### src/rtl/control_sequencer.sv
// Multi-cycle control sequencer for the 4-bit processor: fetch/execute state code,
// memory/register/PC strobes, compare flags and a retired-instruction counter.
module control_sequencer (
    input  logic        clk,
    input  logic        rst,
    input  logic        hold,
    input  logic        mem_ready,
    input  logic [3:0]  mem_opcode,
    input  logic        alu_zero,
    input  logic        alu_carry,
    output logic [3:0]  state,
    output logic        mem_req,
    output logic        mem_we,
    output logic        ir_load,
    output logic        pc_inc,
    output logic        pc_load,
    output logic        reg_we,
    output logic        flag_z,
    output logic        flag_c,
    output logic        illegal,
    output logic [15:0] instr_count
);

    typedef enum logic [3:0] {
        FETCH0  = 4'h0,
        FETCH1  = 4'h1,
        ADD_AND = 4'h2,
        ADDI    = 4'h3,
        ANDI    = 4'h4,
        NR      = 4'h5,
        NND     = 4'h6,
        JMP     = 4'h7,
        LD      = 4'h8,
        ST      = 4'h9,
        COMP    = 4'hA,
        JE      = 4'hB,
        JA      = 4'hC,
        JB      = 4'hD,
        JAE     = 4'hE,
        JBE     = 4'hF
    } state_t;

    state_t      cur_state;
    logic [3:0]  opcode_q;
    logic        flag_z_q;
    logic        flag_c_q;
    logic [15:0] instr_count_q;
    logic        exec_done;

    // An execute state retires on its last cycle; memory ops wait for mem_ready.
    always_comb begin
        exec_done = 1'b0;
        if (cur_state != FETCH0 && cur_state != FETCH1) begin
            if (cur_state == LD || cur_state == ST)
                exec_done = mem_ready;
            else
                exec_done = 1'b1;
        end
    end

    always_ff @(posedge clk) begin
        if (rst) begin
            cur_state     <= FETCH0;
            opcode_q      <= '0;
            flag_z_q      <= 1'b0;
            flag_c_q      <= 1'b0;
            instr_count_q <= '0;
        end else if (!hold) begin
            if (exec_done)
                instr_count_q <= instr_count_q + 16'd1;
            case (cur_state)
                FETCH0: begin
                    if (mem_ready) begin
                        opcode_q  <= mem_opcode;
                        cur_state <= FETCH1;
                    end
                end
                FETCH1: cur_state <= (opcode_q >= 4'h2) ? state_t'(opcode_q) : FETCH0;
                LD, ST: begin
                    if (mem_ready)
                        cur_state <= FETCH0;
                end
                COMP: begin
                    flag_z_q  <= alu_zero;
                    flag_c_q  <= alu_carry;
                    cur_state <= FETCH0;
                end
                default: cur_state <= FETCH0;
            endcase
        end
    end

    // Strobes are gated off during reset and hold so no access starts while frozen.
    always_comb begin
        mem_req = 1'b0;
        mem_we  = 1'b0;
        ir_load = 1'b0;
        pc_inc  = 1'b0;
        pc_load = 1'b0;
        reg_we  = 1'b0;
        illegal = 1'b0;
        if (!rst && !hold) begin
            case (cur_state)
                FETCH0: mem_req = 1'b1;
                FETCH1: begin
                    ir_load = 1'b1;
                    pc_inc  = 1'b1;
                    illegal = (opcode_q < 4'h2);
                end
                ADD_AND, ADDI, ANDI, NR, NND: reg_we = 1'b1;
                JMP: pc_load = 1'b1;
                LD: begin
                    mem_req = 1'b1;
                    reg_we  = mem_ready;
                end
                ST: begin
                    mem_req = 1'b1;
                    mem_we  = 1'b1;
                end
                JE:  pc_load = flag_z_q;
                JA:  pc_load = !flag_c_q && !flag_z_q;
                JB:  pc_load = flag_c_q;
                JAE: pc_load = !flag_c_q;
                JBE: pc_load = flag_c_q || flag_z_q;
                default: ;
            endcase
        end
    end

    assign state       = cur_state;
    assign flag_z      = flag_z_q;
    assign flag_c      = flag_c_q;
    assign instr_count = instr_count_q;

endmodule

### config.mk
export PLATFORM = sky130hd
export DESIGN_NAME = control_sequencer
export DESIGN_NICKNAME = d
export VERILOG_FILES = /design/src/rtl/control_sequencer.sv
export SDC_FILE = /design/constraint.sdc
export NUM_CORES = 1
export LEC_CHECK = 0
export ABC_AREA = 1
export CAP_MARGIN = 20
export CORE_MARGIN = 4
export CORE_UTILIZATION = 23
export DETAILED_ROUTE_END_ITERATION = 16
export SETUP_SLACK_MARGIN = 0.1
export SLEW_MARGIN = 20
export SYNTH_ARGS = -nofsm -noshare
export SYNTH_HDL_FRONTEND = slang
export SYNTH_SLANG_ARGS = --single-unit
### constraint.sdc
create_clock -name clk -period 1.7 [get_ports clk]
set_input_delay 0.425 -clock clk [delete_from_list [all_inputs] [get_ports clk]]
set_output_delay 0.425 -clock clk [all_outputs]
set_load 0.02 [all_outputs]
==> results.md, run 1 <==
* Crit path DAT at 1300 ps
* CTS Hold Bufs at 0
* Clock Latency Late Sink at 270 ps
* First DRT Iteration DRCs at 70
* Post-Syn Nets at 237
* Final hold vios at 0
* Num CTS Buffers at 3
* P&R area growth vs syn at 65.46%
* CTS tree: done
* Initial core utilization at 24.11%
* Fmax at 581.1 MHz
* Pint at 1.204 mW
* H-tree depth at 1
* Leak at 1.112 nW
* Slowest CP cell: dfxtp_4
* Max-cap viol count at 0
* Slew headroom at 79.73%
* CTS sink count at 26
* Status: finished, violations left
* Gr busiest metal: met2
* Gate power share at 30.1%
* I/O Buffers at 38
* Critical Path Max Stage Delay at 370 ps
* Core area at 6026 sq um
* Worst Hold Path Cells at 1
* Switching share of power at 29.05%
* Total GRT Usage at 11.23%
* Failing checks: negative setup slack
* First-pass detailed-route iteration total at 4
* Yosys warns at 0
* Worst reg2reg path depth at 9
* Final period utilization at 101.2%
* Grt met1 use at 14.52%
* Rows at 28
* Footprint of the multi-input gates at 888.4 sq um
* Clock skew at 5.163 ps
* Setup crit start kind: register
* Mapped Cells at 226
* Mapped cell area at 1453 sq um
* Setup total negative slack at -29.64 ps
* Final slew viol count at 0
* Wire per inst at 10.69 um
* Fin area at 2404 sq um
* Worst setup margin at -20.78 ps
* HPWL after DPL at 3.230 mm
* FILL cells at 665
* Max Fanout on Critical Path at 4
* Vias in the first global route at 1608
* Largest net degree at the start of global routing at 19
* Crit path kind: reg2out
* Max Buffers Root-to-Sink at 2
* Hold WC Path Type: reg2reg
* Met3 usage at 1.514%
* Most used cell, CP: nor2_4
* Average cell area after synthesis at 6.428 sq um
* Remaining global-route overflow at 0
* Routability-driven placement congestion ratio at 0.8404
* M2 GR Usage at 18.70%
* DRC at 0
* Layout cell share with drive strength beyond 1 at 31.27%
* RSZ-0062 raised after global routing: yes
* Layout net count at 319
* Yosys reg bits at 26
* First-pass GRT wire length at 6.913 mm
* Antenna Nets Post-Route at 0
* Unique masters post-synth at 28
* Initial antenna violation count at 0
* VDD IR max at 0.3714 mV
* # diodes at 0
* Final wirelength at 4.085 mm
* DIE AREA at 7651 sq um
* Ports at 39
* NetSw at 0.4932 mW
* Sequential Power Share at 39.7%
* CP cell instances: nor2_4, nand2_4, nor2_4, inv_2, nor3_2, buf_4
* Clk slew on worst S/H paths at 90 ps
* Setup violations, final at 2
* Clk pwr share at 30.2%
* Clk root buf: clkbuf_8
* DR vias/cell at 4.390
* Power per cell area at 706.2 nW/um^2
* Placed Area at 2246 sq um
* Sequential-to-total area share from yosys stat at 35.83%
* Slew at the pin closest to its max-slew limit at 303.2 ps
* Crit end category: output port
* Minimum clock period at 1721 ps
* Sequential cell area at 539.3 sq um
* Via count at 1677
* DIE WIDTH at 87.47 um
* Die height at 87.47 um
* Critical Path RT at 1270 ps
==> synth_stat cells, drive strengths merged <==
library cell  count  share of area [%]
clkinv            2               0.52
xnor2             2                1.2
clkbuf            1               0.26
a21oi            21                8.0
o21bai            1               0.52
inv              28                7.2
o2111ai           1               0.60
a31oi             1               0.43
nand3            16                5.5
xor2              1               0.60
ha                1               0.86
dfxtp            26                 36
buf               3                1.6
nand4             6                3.6
nand2            63                 17
nor3              3                1.0
o21ai            10                3.4
nor2             40                 11
==> critical path, delay by kind of cell (launching register included) <==
family | cells | cell delay, ps
buffers and inverters | 2 | 220
AND/OR/NAND/NOR | 4 | 440
flip-flops | 1 | 370
==> repair_timing <==
action | CTS | global route
setup endpoints to repair | 29 | 13
pin swaps | 7 | 5
gates resized for setup | 83 | 11
buffers inserted | 4 | 2
==> flip-flops by register name, indices dropped and copies added (netlist names) <==
signal and count:
flag_c 1, flag_z 1, instr_count 16, opcode_q 4, state 4
==> cell families after synthesis <==
group	after synthesis	share of synthesized area, %
and+or+nand+nor	128	38.85
AOI/OAI and AO/OA	34	13.01
buffers and inverters	34	9.647
DFF	26	35.83
xor gates and xnor gates	3	1.809
adders and majority gates	1	0.8612
==> metrics by stage <==
step	std cells	util, %	setup WS, ps	hold slack (ps)	total power, mW
after floorplan	226	-	117.9	444.7	0.9055
after global placement	372	37.27	-559.2	474.3	1.145
after detailed placement	372	37.27	-578.8	477.9	1.148
after CTS	380	39.10	-38.90	501.2	1.690
after global routing	382	39.89	-90.73	507.7	1.796
final	382	39.89	-20.78	473.3	1.697
==> placed cells by master (no fill, tap or decap), types with 2 or more instances in the layout <==
master,count
nand2_1,57
buf_4,44
nor2_1,30
dlygate4sd2_1,23
inv_1,22
dfxtp_1,19
a21oi_1,16
nand3_1,15
nor2_4,8
o21ai_0,8
inv_2,6
clkdlybuf4s50_1,6
nand4_1,5
a21oi_2,5
nand2_2,4
buf_6,4
dfxtp_4,4
nor3_2,3
clkbuf_8,3
dfxtp_2,3
nand2_4,2
o21ai_1,2
nor2_2,2
xnor2_1,2
clkdlybuf4s15_1,2
buf_12,2
==> power by group through the flow <==
stage	Clock, mW	Sequential [mW]	Combinational [mW]
floorplan	0	0.705	0.200
global placement	0	0.684	0.460
detailed placement	0	0.684	0.463
CTS	0.529	0.672	0.489
global route	0.561	0.679	0.555
finish	0.513	0.675	0.510
==> per-layer routing <==
| layer | vias to the layer above | share of wire, % |
|---|---|---|
| li1 | 886 | - |
| met1 | 763 | 48 |
| met2 | 24 | 48 |
| met3 | 4 | 3.0 |
| met4 | 0 | 1.5 |
| met5 | - | 0 |
==> area by class of cell <==
class / instances / area share, %
well taps: 75 / 3.904
clock inverters: 1 / 1.249
flip-flops and latches: 26 / 22.44
inverters: 30 / 4.737
multi-input cells: 166 / 36.96
clock buffers: 3 / 1.718
repair buffers: 81 / 29.00
==> final timing paths <==
kind,start,end,slack (ps)
max,state[3]$_SDFFE_PP0P_,illegal,-20
min,instr_count[0]$_SDFFE_PP0P_,instr_count[0]$_SDFFE_PP0P_,470
max reg2reg,state[2]$_SDFFE_PP0P_,instr_count[9]$_SDFFE_PP0P_,210
min reg2reg,instr_count[0]$_SDFFE_PP0P_,instr_count[0]$_SDFFE_PP0P_,470
(Power assumes the default switching activity.)
==> run 2: changes to the inputs <==
--- a/config.mk
+++ b/config.mk
@@ -8,8 +8,9 @@
 export ABC_AREA = 1
 export CAP_MARGIN = 20
 export CORE_MARGIN = 4
-export CORE_UTILIZATION = 23
+export CORE_UTILIZATION = 40
 export DETAILED_ROUTE_END_ITERATION = 16
+export PLACE_DENSITY = 0.68
 export SETUP_SLACK_MARGIN = 0.1
 export SLEW_MARGIN = 20
 export SYNTH_ARGS = -nofsm -noshare
==> results.md, run 2 (same netlist as run 1, synthesis figures left out) <==
* Final wirelength at 3.971 mm (-2.8%)
* Initial core utilization at 42.53% (+18 points)
* First DRT Iteration DRCs at 87 (+24%)
* First-pass detailed-route iteration total at 4 (unchanged)
* Sequential cell area at 538.0 sq um (-0.23%)
* Final hold vios at 0 (unchanged)
* FILL cells at 326 (-51%)
* Hold WC Path Type: reg2reg
* Clock Latency Late Sink at 330 ps (+60 ps)
* Minimum clock period at 1874 ps (+153.0 ps)
* Largest net degree at the start of global routing at 19 (unchanged)
* VDD IR max at 0.4496 mV (+21%)
* Power, Total at 1.621 mW (-4.5%)
* Max Buffers Root-to-Sink at 2 (unchanged)
* DIE AREA at 4659 sq um (-39%)
* Final period utilization at 110.2% (+9.0 points)
* CTS tree: done
* Max-cap viol count at 0 (unchanged)
* CTS sink count at 26 (unchanged)
* Fmax at 533.7 MHz (-8.2%)
* Crit end category: output port
* Slew headroom at 79.99% (+0.25 points)
* DIE WIDTH at 68.26 um (-22%)
* Leak at 1.085 nW (-2.4%)
* Worst setup margin at -173.8 ps (-153.0 ps)
* Layout cell share with drive strength beyond 1 at 32.26% (+0.99 points)
* Clk root buf: clkbuf_4
* DR vias/cell at 4.677 (+6.5%)
* HPWL after DPL at 2.936 mm (-9.1%)
* Total GRT Usage at 17.99% (+6.8 points)
* Setup violations, final at 7 (+5)
* Rows at 21 (-25%)
* Layout net count at 322 (+0.94%)
* Status: finished, violations left
* Die height at 68.26 um (-22%)
* DRC at 0 (unchanged)
* Max Fanout on Critical Path at 4 (unchanged)
* Footprint of the multi-input gates at 877.1 sq um (-1.3%)
* Fin area at 2326 sq um (-3.2%)
* RSZ-0062 raised after global routing: yes
* # diodes at 0 (unchanged)
* Core area at 3416 sq um (-43%)
* Clock skew at 6.617 ps (+1.454 ps)
* Via count at 1665 (-0.72%)
* Setup crit start kind: register
* Final slew viol count at 0 (unchanged)
* Slew at the pin closest to its max-slew limit at 299.4 ps (-3.808 ps)
* Vias in the first global route at 1520 (-5.5%)
* Power per cell area at 696.9 nW/um^2 (-1.3%)
* Routability-driven placement congestion ratio at 0.7994 (-4.9%)
* Failing checks: negative setup slack
* H-tree depth at 1 (unchanged)
* Placed Area at 2200 sq um (-2.1%)
* I/O Buffers at 38 (unchanged)
* Remaining global-route overflow at 0 (unchanged)
* First-pass GRT wire length at 6.513 mm (-5.8%)
* Commonest non-fill, non-tap cell in the layout: nand2_1
* Worst reg2reg path depth at 9 (unchanged)
* Max reg flops at 16 (unchanged)
* Clk slew on worst S/H paths at 150 ps (+60 ps)
* P&R area growth vs syn at 60.12%
* Most frequent cells in the layout: nand2_1 (58), buf_4 (50), nor2_1 (28), inv_1 (23), dfxtp_1 (20)
* Ports at 39 (unchanged)
* Crit path kind: reg2out
* Crit path DAT at 1450 ps (+150 ps)
* Worst Hold Path Cells at 1 (unchanged)
* Critical Path RT at 1270 ps (about the same)
* Wire per inst at 11.15 um (+4.3%)
* Antenna Nets Post-Route at 0 (unchanged)
* Initial antenna violation count at 0 (unchanged)
* Num CTS Buffers at 3 (unchanged)
run 2: changes by cell type in the layout (fill, tap and decap cells not counted), moves of 2 or more:
cell           delta
nor2_1            -2
nor2_4            -3
inv_2             -2
buf_4             +6
clkbuf_2          +2
dlygate4sd2_1     -5
clkbuf_8          -3
buf_12            -2
clkbuf_4          +3
nor2_2            +5
run 2: per-layer routing:
| layer | track usage (%) | routed length (um) |
|---|---|---|
| met1 | 24.33 | 1896 |
| met2 | 29.48 | 1891 |
| met3 | 3.120 | 144 |
| met4 | 4.467 | 39 |
| met5 | 0 | 0 |
run 2: final cells by class:
class	count	share of cell area (%)
clock buffer	3	0.9683
clock inverter	1	1.291
tap	46	2.474
timing repair buffer	84	29.37
inverter	30	5.056
multi-input combinational	166	37.71
sequential	26	23.13
run 2: final timing paths:
check                                                  from                            to  slack [ps]
worst max-delay path                  state[3]$_SDFFE_PP0P_                       mem_req        -170
worst min register to register  instr_count[0]$_SDFFE_PP0P_   instr_count[0]$_SDFFE_PP0P_         470
worst max register to register        state[2]$_SDFFE_PP0P_  instr_count[15]$_SDFFE_PP0P_         230
worst min-delay path            instr_count[0]$_SDFFE_PP0P_   instr_count[0]$_SDFFE_PP0P_         470
run 2: repair_timing:
| item | in CTS | in global routing |
|---|---|---|
| hold buffers | 0 | 0 |
| buffers inserted | 3 | 4 |
| gates resized for setup | 75 | 20 |
| pin swaps | 1 | 4 |
| hold endpoints to repair | 0 | 0 |
| setup endpoints to repair | 29 | 20 |
run 2: critical path: stages (launching register included):
cell and delay [ps]:
dfxtp_4 400, nor2_4 150, nand2_4 90, nor2_2 100
inv_1 70, a21oi_2 150, buf_4 160
run 2: stage by stage:
step | TNS, ps | hold WS (ps) | utilization (%) | std cells | setup WS (ps)
global route | -1299 | 488.0 | 68.10 | 356 | -255.9
finish | -661.7 | 466.2 | 68.10 | 356 | -173.8
global placement | -6562 | 464.3 | 64.40 | 345 | -565.6
CTS | -746.9 | 489.6 | 66.12 | 352 | -145.7
detailed placement | -6465 | 468.3 | 64.40 | 345 | -593.7
floorplan | 0 | 444.7 | - | 226 | 117.9
run 2: power by group:
group,switching (mW),internal (mW)
Sequential,0.0360,0.641
Combinational,0.259,0.251
Clock,0.195,0.239
Total,0.491,1.13
==> run 3: changes to the inputs <==
==> constraint.sdc (replaced) <==
create_clock -name clk -period 1.8 [get_ports clk]
set_input_delay 0.45 -clock clk [delete_from_list [all_inputs] [get_ports clk]]
set_output_delay 0.45 -clock clk [all_outputs]
set_load 0.02 [all_outputs]
==> results.md, run 3 (same netlist as run 1, synthesis figures left out) <==
* Fmax at 550.9 MHz
* Footprint of the multi-input gates at 865.8 sq um (-1.3%)
* Critical Path Max Stage Delay at 390 ps (about the same)
* FILL cells at 317 (-2.8%)
* CTS sink count at 26 (unchanged)
* Clk pwr share at 27.7% (+0.9 points)
* Status: finished, violations left
* Leak at 1.037 nW (-4.4%)
* H-tree depth at 1 (unchanged)
* CP delay by family, top: flip-flops
* Power, Total at 1.489 mW (-8.2%)
* Remaining global-route overflow at 0 (unchanged)
* Hold WC Path Type: reg2reg
* Final hold vios at 0 (unchanged)
* First-pass GRT wire length at 6.541 mm (+0.43%)
* First DRT Iteration DRCs at 67 (-23%)
* Num CTS Buffers at 3 (unchanged)
* # diodes at 0 (unchanged)
* Critical path buffers and inverters at 3 (+1)
* Pint at 1.032 mW (-8.7%)
* Final wirelength at 3.837 mm (-3.4%)
* Max-cap viol count at 0 (unchanged)
* Max Buffers Root-to-Sink at 2 (unchanged)
* Crit path DAT at 1370 ps (-80 ps)
* Minimum clock period at 1815 ps
* DR vias/cell at 4.716 (+0.82%)
* Worst reg2reg setup slack at 320 ps (+90 ps)
* CTS tree: done
* DRC at 0 (unchanged)
* Commonest non-fill, non-tap cell in the layout: nand2_1
* Setup violations, final at 2 (-5)
* Via count at 1608 (-3.4%)
* Antenna Nets Post-Route at 0 (unchanged)
* Power per cell area at 669.2 nW/um^2 (-4.0%)
* Clock skew at 4.454 ps (-2.163 ps)
* Clk root buf: clkbuf_4
* Initial antenna violation count at 0 (unchanged)
* RSZ-0062 raised after global routing: yes
* Initial core utilization at 42.53% (unchanged)
* DIE WIDTH at 68.26 um (unchanged)
* DIE AREA at 4659 sq um (unchanged)
* I/O Buffers at 38 (unchanged)
* Wire per inst at 11.25 um (+0.88%)
* Final core utilization at 65.13% (-3.0 points)
* Max Fanout on Critical Path at 5 (+1)
* Setup crit start kind: register
* VDD IR max at 0.3520 mV (-22%)
* Clock Latency Late Sink at 330 ps (about the same)
* Slew headroom at 79.62% (-0.37 points)
* Switching share of power at 30.70% (+0.44 points)
* Max reg flops at 16 (unchanged)
* Clk slew on worst S/H paths at 150 ps (about the same)
* Final slew viol count at 0 (unchanged)
* NetSw at 0.4570 mW (-6.8%)
* Rows at 21 (unchanged)
* Sequential cell area at 536.8 sq um (-0.23%)
* Core area at 3416 sq um (unchanged)
* CP cell instances: buf_6, inv_4, nor2_4, nand2_1, a31oi_1, buf_4
* Layout cell share with drive strength beyond 1 at 25.76% (-6.5 points)
* Slowest CP cell: dfxtp_4
* Sequential Power Share at 42.7% (+0.9 points)
* HPWL after DPL at 2.847 mm (-3.0%)
* Gate power share at 29.6% (-1.8 points)
* CTS Hold Bufs at 0 (unchanged)
* Final period utilization at 100.8%
* Die height at 68.26 um (unchanged)
* Worst setup margin at -15.24 ps (+158.6 ps)
* Total GRT Usage at 18.13% (+0.14 points)
* Ports at 39 (unchanged)
* First-pass detailed-route iteration total at 4 (unchanged)
* P&R area growth vs syn at 53.14%
* Layout net count at 307 (-4.7%)
* Crit path kind: reg2out
* Slew at the pin closest to its max-slew limit at 304.6 ps (+5.196 ps)
* Routability-driven placement congestion ratio at 0.8628 (+7.9%)
* Failing checks: negative setup slack
* Vias in the first global route at 1547 (+1.8%)
* Critical Path RT at 1350 ps (+80 ps)
* Largest net degree at the start of global routing at 19 (unchanged)
* Crit end category: output port
* Most frequent cells in the layout: nand2_1 (58), buf_4 (33), nor2_1 (32), dlygate4sd2_1 (24), inv_1 (22)
-- run 3: worst paths after layout --
path / startpoint / end / cells past startpoint
setup / recovery: state[2]$_SDFFE_PP0P_ / reg_we / 6
hold reg to reg: opcode_q[3]$_SDFFE_PP0P_ / opcode_q[3]$_SDFFE_PP0P_ / 2
hold / removal: opcode_q[3]$_SDFFE_PP0P_ / opcode_q[3]$_SDFFE_PP0P_ / 2
setup reg to reg: instr_count[0]$_SDFFE_PP0P_ / instr_count[8]$_SDFFE_PP0P_ / 7
-- run 3: worst register-to-register path: stages, from the launching register on --
cell and delay [ps]:
dfxtp_1 420, ha_1 220, nand2_1 80, nor2_1 260, nand2_1 120, xnor2_1 150
nand2_1 80, a21oi_2 100
-- run 3: stage by stage --
stage	hold slack (ps)	worst slack (ps)	instances	area [sq um]	setup TNS, ps
final	492.1	-15.24	341	2225	-26.61
after global routing	524.3	-95.29	341	2225	-461.1
after CTS	495.4	-12.54	341	2182	-13.08
after detailed placement	475.2	-655.3	336	2113	-4580
after global placement	466.4	-585.7	336	2113	-4142
after floorplan	445.7	-28.63	226	1465	-28.63
-- run 3: power groups by stage --
| stage | combinational (mW) | sequential (mW) | clock [mW] |
|---|---|---|---|
| after global placement | 0.408 | 0.642 | 0 |
| final | 0.441 | 0.635 | 0.413 |
| after detailed placement | 0.409 | 0.642 | 0 |
| after CTS | 0.418 | 0.633 | 0.417 |
| after floorplan | 0.180 | 0.662 | 0 |
| after global routing | 0.482 | 0.639 | 0.432 |
-- run 3: repair_timing --
action / 4_1_cts / 5_1_grt
cloned: 0 / 0
buffers inserted: 1 / 0
pin swaps: 4 / 3
setup endpoints to repair: 29 / 7
gates resized for setup: 81 / 13
-- run 3: metal layers --
layer | vias to the layer above | part of all wire [%] | track usage [%]
met5 | - | 0 | 0
met4 | 0 | 1.7 | 6.700
met3 | 6 | 4.0 | 2.627
met2 | 32 | 46 | 30.08
met1 | 711 | 49 | 23.66
li1 | 859 | - | -
-- run 3: final cells by class --
type                    count  share of cell area (%)
well taps                  46                   2.587
clock inverters             1                   1.350
clock buffers               3                   1.012
flip-flops and latches     26                   24.13
inverters                  30                   5.343
multi-input cells         166                   38.92
repair buffers             69                   26.66
==> RTL change, RTL diff (flow settings as in run 1) <==
Register the output `instr_count` once more, with the module's reset; this adds one clock of latency there. The other outputs are not delayed to match.
--- a/src/rtl/control_sequencer.sv
+++ b/src/rtl/control_sequencer.sv
@@ -130,7 +130,13 @@
     assign state       = cur_state;
     assign flag_z      = flag_z_q;
     assign flag_c      = flag_c_q;
-    assign instr_count = instr_count_q;
+    always_ff @(posedge clk) begin
+        if (rst) begin
+            instr_count <= '0;
+        end else begin
+            instr_count <= instr_count_q;
+        end
+    end
 
 endmodule
 
Formal check against the unedited RTL: not equivalent (a bounded check fails within 4 cycles, from zero or initial values and one cycle with rst high).
==> RTL change against run 1 <==
Setup slack got worse by 0.080 ns; sequential cell count rose by 16; synthesized area rose by 30%; wire length rose by 17%; cell count rose by 17%; total power rose by 37%; clock skew rose by 0.0042 ns; the flow still finishes with violations (negative setup slack); count of clock-buffer cells in the layout rose by 3; cell area rose by 19%; global-route usage fell by 0.92 points.
==> RTL change: results (changes against run 1) <==
| Metric | Value |
|---|---|
| Root buffer cell | clkbuf_8 |
| Hold depth | 2 (+1) |
| H-tree depth | 2 (+1) |
| First-pass GRT wire length | 8190 microns (+18%) |
| Routability Congestion | 0.797 (-5.2%) |
| Final setup vio count | 7 (+5) |
| Detail Placement HPWL | 3360 microns (+4.1%) |
| Synth top area cells | dfxtp_1, nand2_1, nor2_1 |
| GRT Overall Usage | 10.3% (-0.92 points) |
| Hold_sp | instr_count_q[15]$_SDFFE_PP0P_ |
| Setup total negative slack | -0.489 ns (-0.460 ns) |
| Max IR drop VDD | 360 uV (-3.1%) |
| Worst hold slack | 0.457 ns (-0.0160 ns) |
| Share of layout cells above drive strength 1 | 26.5% (-4.8 points) |
| Final wirelength | 4800 microns (+17%) |
| Hold Path End | instr_count[15]$_SDFF_PP0_ |
| Cell Area, Placed | 2600 sq um (+16%) |
| Placement Setup Slack | -0.629 ns (-0.0506 ns) |
| Worst setup margin | -0.101 ns (-0.0799 ns) |
| Grt met1 use | 12.4% (-2.2 points) |
| Status | complete, but fails checks |
| Lkg Pwr | 0.00127 uW (+14%) |
| Crit-path max FO | 4 (unchanged) |
| FF-to-FF path depth | 10 (+1) |
| Failing checks | negative setup slack |
| Vias in the first global route | 1872 (+16%) |
| Final #Nets | 354 (+11%) |
| Post-synth top cells | nand2_1, nor2_1, dfxtp_1, inv_1, nand3_1 |
| Syn nets | 282 (+19%) |
| GR Layer Usage met2 | 16.8% (-1.8 points) |
| Crit path DAT | 1.38 ns (+0.08 ns) |
| Largest net degree at the start of global routing | 27 (+8) |
| Netlist cell types | 26 (-7.1%) |
| DRT iter0 DRCs | 78 (+11%) |
| Clock latency on the worst-skew pair | 0.30 ns (+0.03 ns) |
| Worst Tran Pin Value | 0.376 ns (+0.0732 ns) |
| Via/cell ratio | 4.21 (-4.1%) |
| Setup Skew | 0.00933 ns (+0.00417 ns) |
| Register-to-register setup slack | 0.06 ns (-0.15 ns) |
| Sequential share of the synthesized area | 44.5% (+8.7 points) |
| CTS buffer count | 5 (+2) |
| Met3 Usage GRT | 3.68% (+2.2 points) |
| FILL cells | 850 (+28%) |
| R2r endpoint | opcode_q[1]$_SDFFE_PP0P_ |
==> RTL change: cell count changes after synthesis, moves of 3 or more <==
cell / change
a21oi_1: -3
a21oi_2: -3
dfxtp_1: +16
inv_1: +6
nand2_1: +5
nand2_2: -3
nand3_1: +3
nand4_1: +5
nor2_1: +18
==> RTL change: logic make-up after synthesis <==
group	after synthesis	synth area share [%]
AOI/OAI and AO/OA	26	7.09
xor gates and xnor gates	3	1.39
adders and majority gates	1	0.663
buffers and inverters	42	9.14
DFF	42	44.5
and+or+nand+nor	157	37.2
==> RTL change: power by group <==
part	internal [uW]	switching (uW)	leakage [uW]
Combinational	236	261	0.000872
Sequential	1010	30.3	0.000343
Clock	438	349	0.0000514
==> RTL change: per-layer routing <==
layer	up-vias	share of wire, %
met4	0	1.4
li1	995	-
met1	837	47
met2	38	46
met3	7	5.4
met5	-	0
==> RTL change: worst max-delay path by stage <==
stage                                      from      end  slack (ns)  cells after the start
after floorplan                             rst  illegal        0.08                      4
after global placement                      rst  illegal       -0.61                      5
after detailed placement                    rst  illegal       -0.63                      5
after CTS                 state[2]$_SDFFE_PP0P_  illegal        -0.1                      7
after global routing      state[2]$_SDFFE_PP0P_  pc_load       -0.18                      7
final                     state[2]$_SDFFE_PP0P_  pc_load       -0.10                      7
==> RTL change: cell type report <==
type,count,area share [%]
Timing Repair Buffer,72,22.2
Clock inverter,2,1.31
Tap cell,102,4.45
Inverter,35,4.98
Multi-Input combinational cell,187,34.7
Sequential cell,42,29.8
Clock buffer,6,2.53
==> RTL change: repair_timing <==
item                                    in CTS  in global routing
resized for setup                           90                 22
buffers inserted                             6                  2
endpoints found under the setup margin      29                 25
pin swaps                                    4                  7
cloned                                       0                  0
==> RTL change: per-stage QoR <==
step	utilization (%)	total power (uW)	instances
after CTS	35.8	2330	444
final	36.5	2330	446
after detailed placement	33.2	1470	430
after global routing	36.5	2460	446
after floorplan	-	1280	271
after global placement	33.2	1470	430
==> RTL change: critical path, cell delays in order, from the launching register on <==
cell	delay, ns
dfxtp_4	0.36
buf_12	0.13
inv_8	0.07
nand2_4	0.06
nor2_1	0.09
o21bai_1	0.09
a21oi_2	0.16
buf_6	0.13
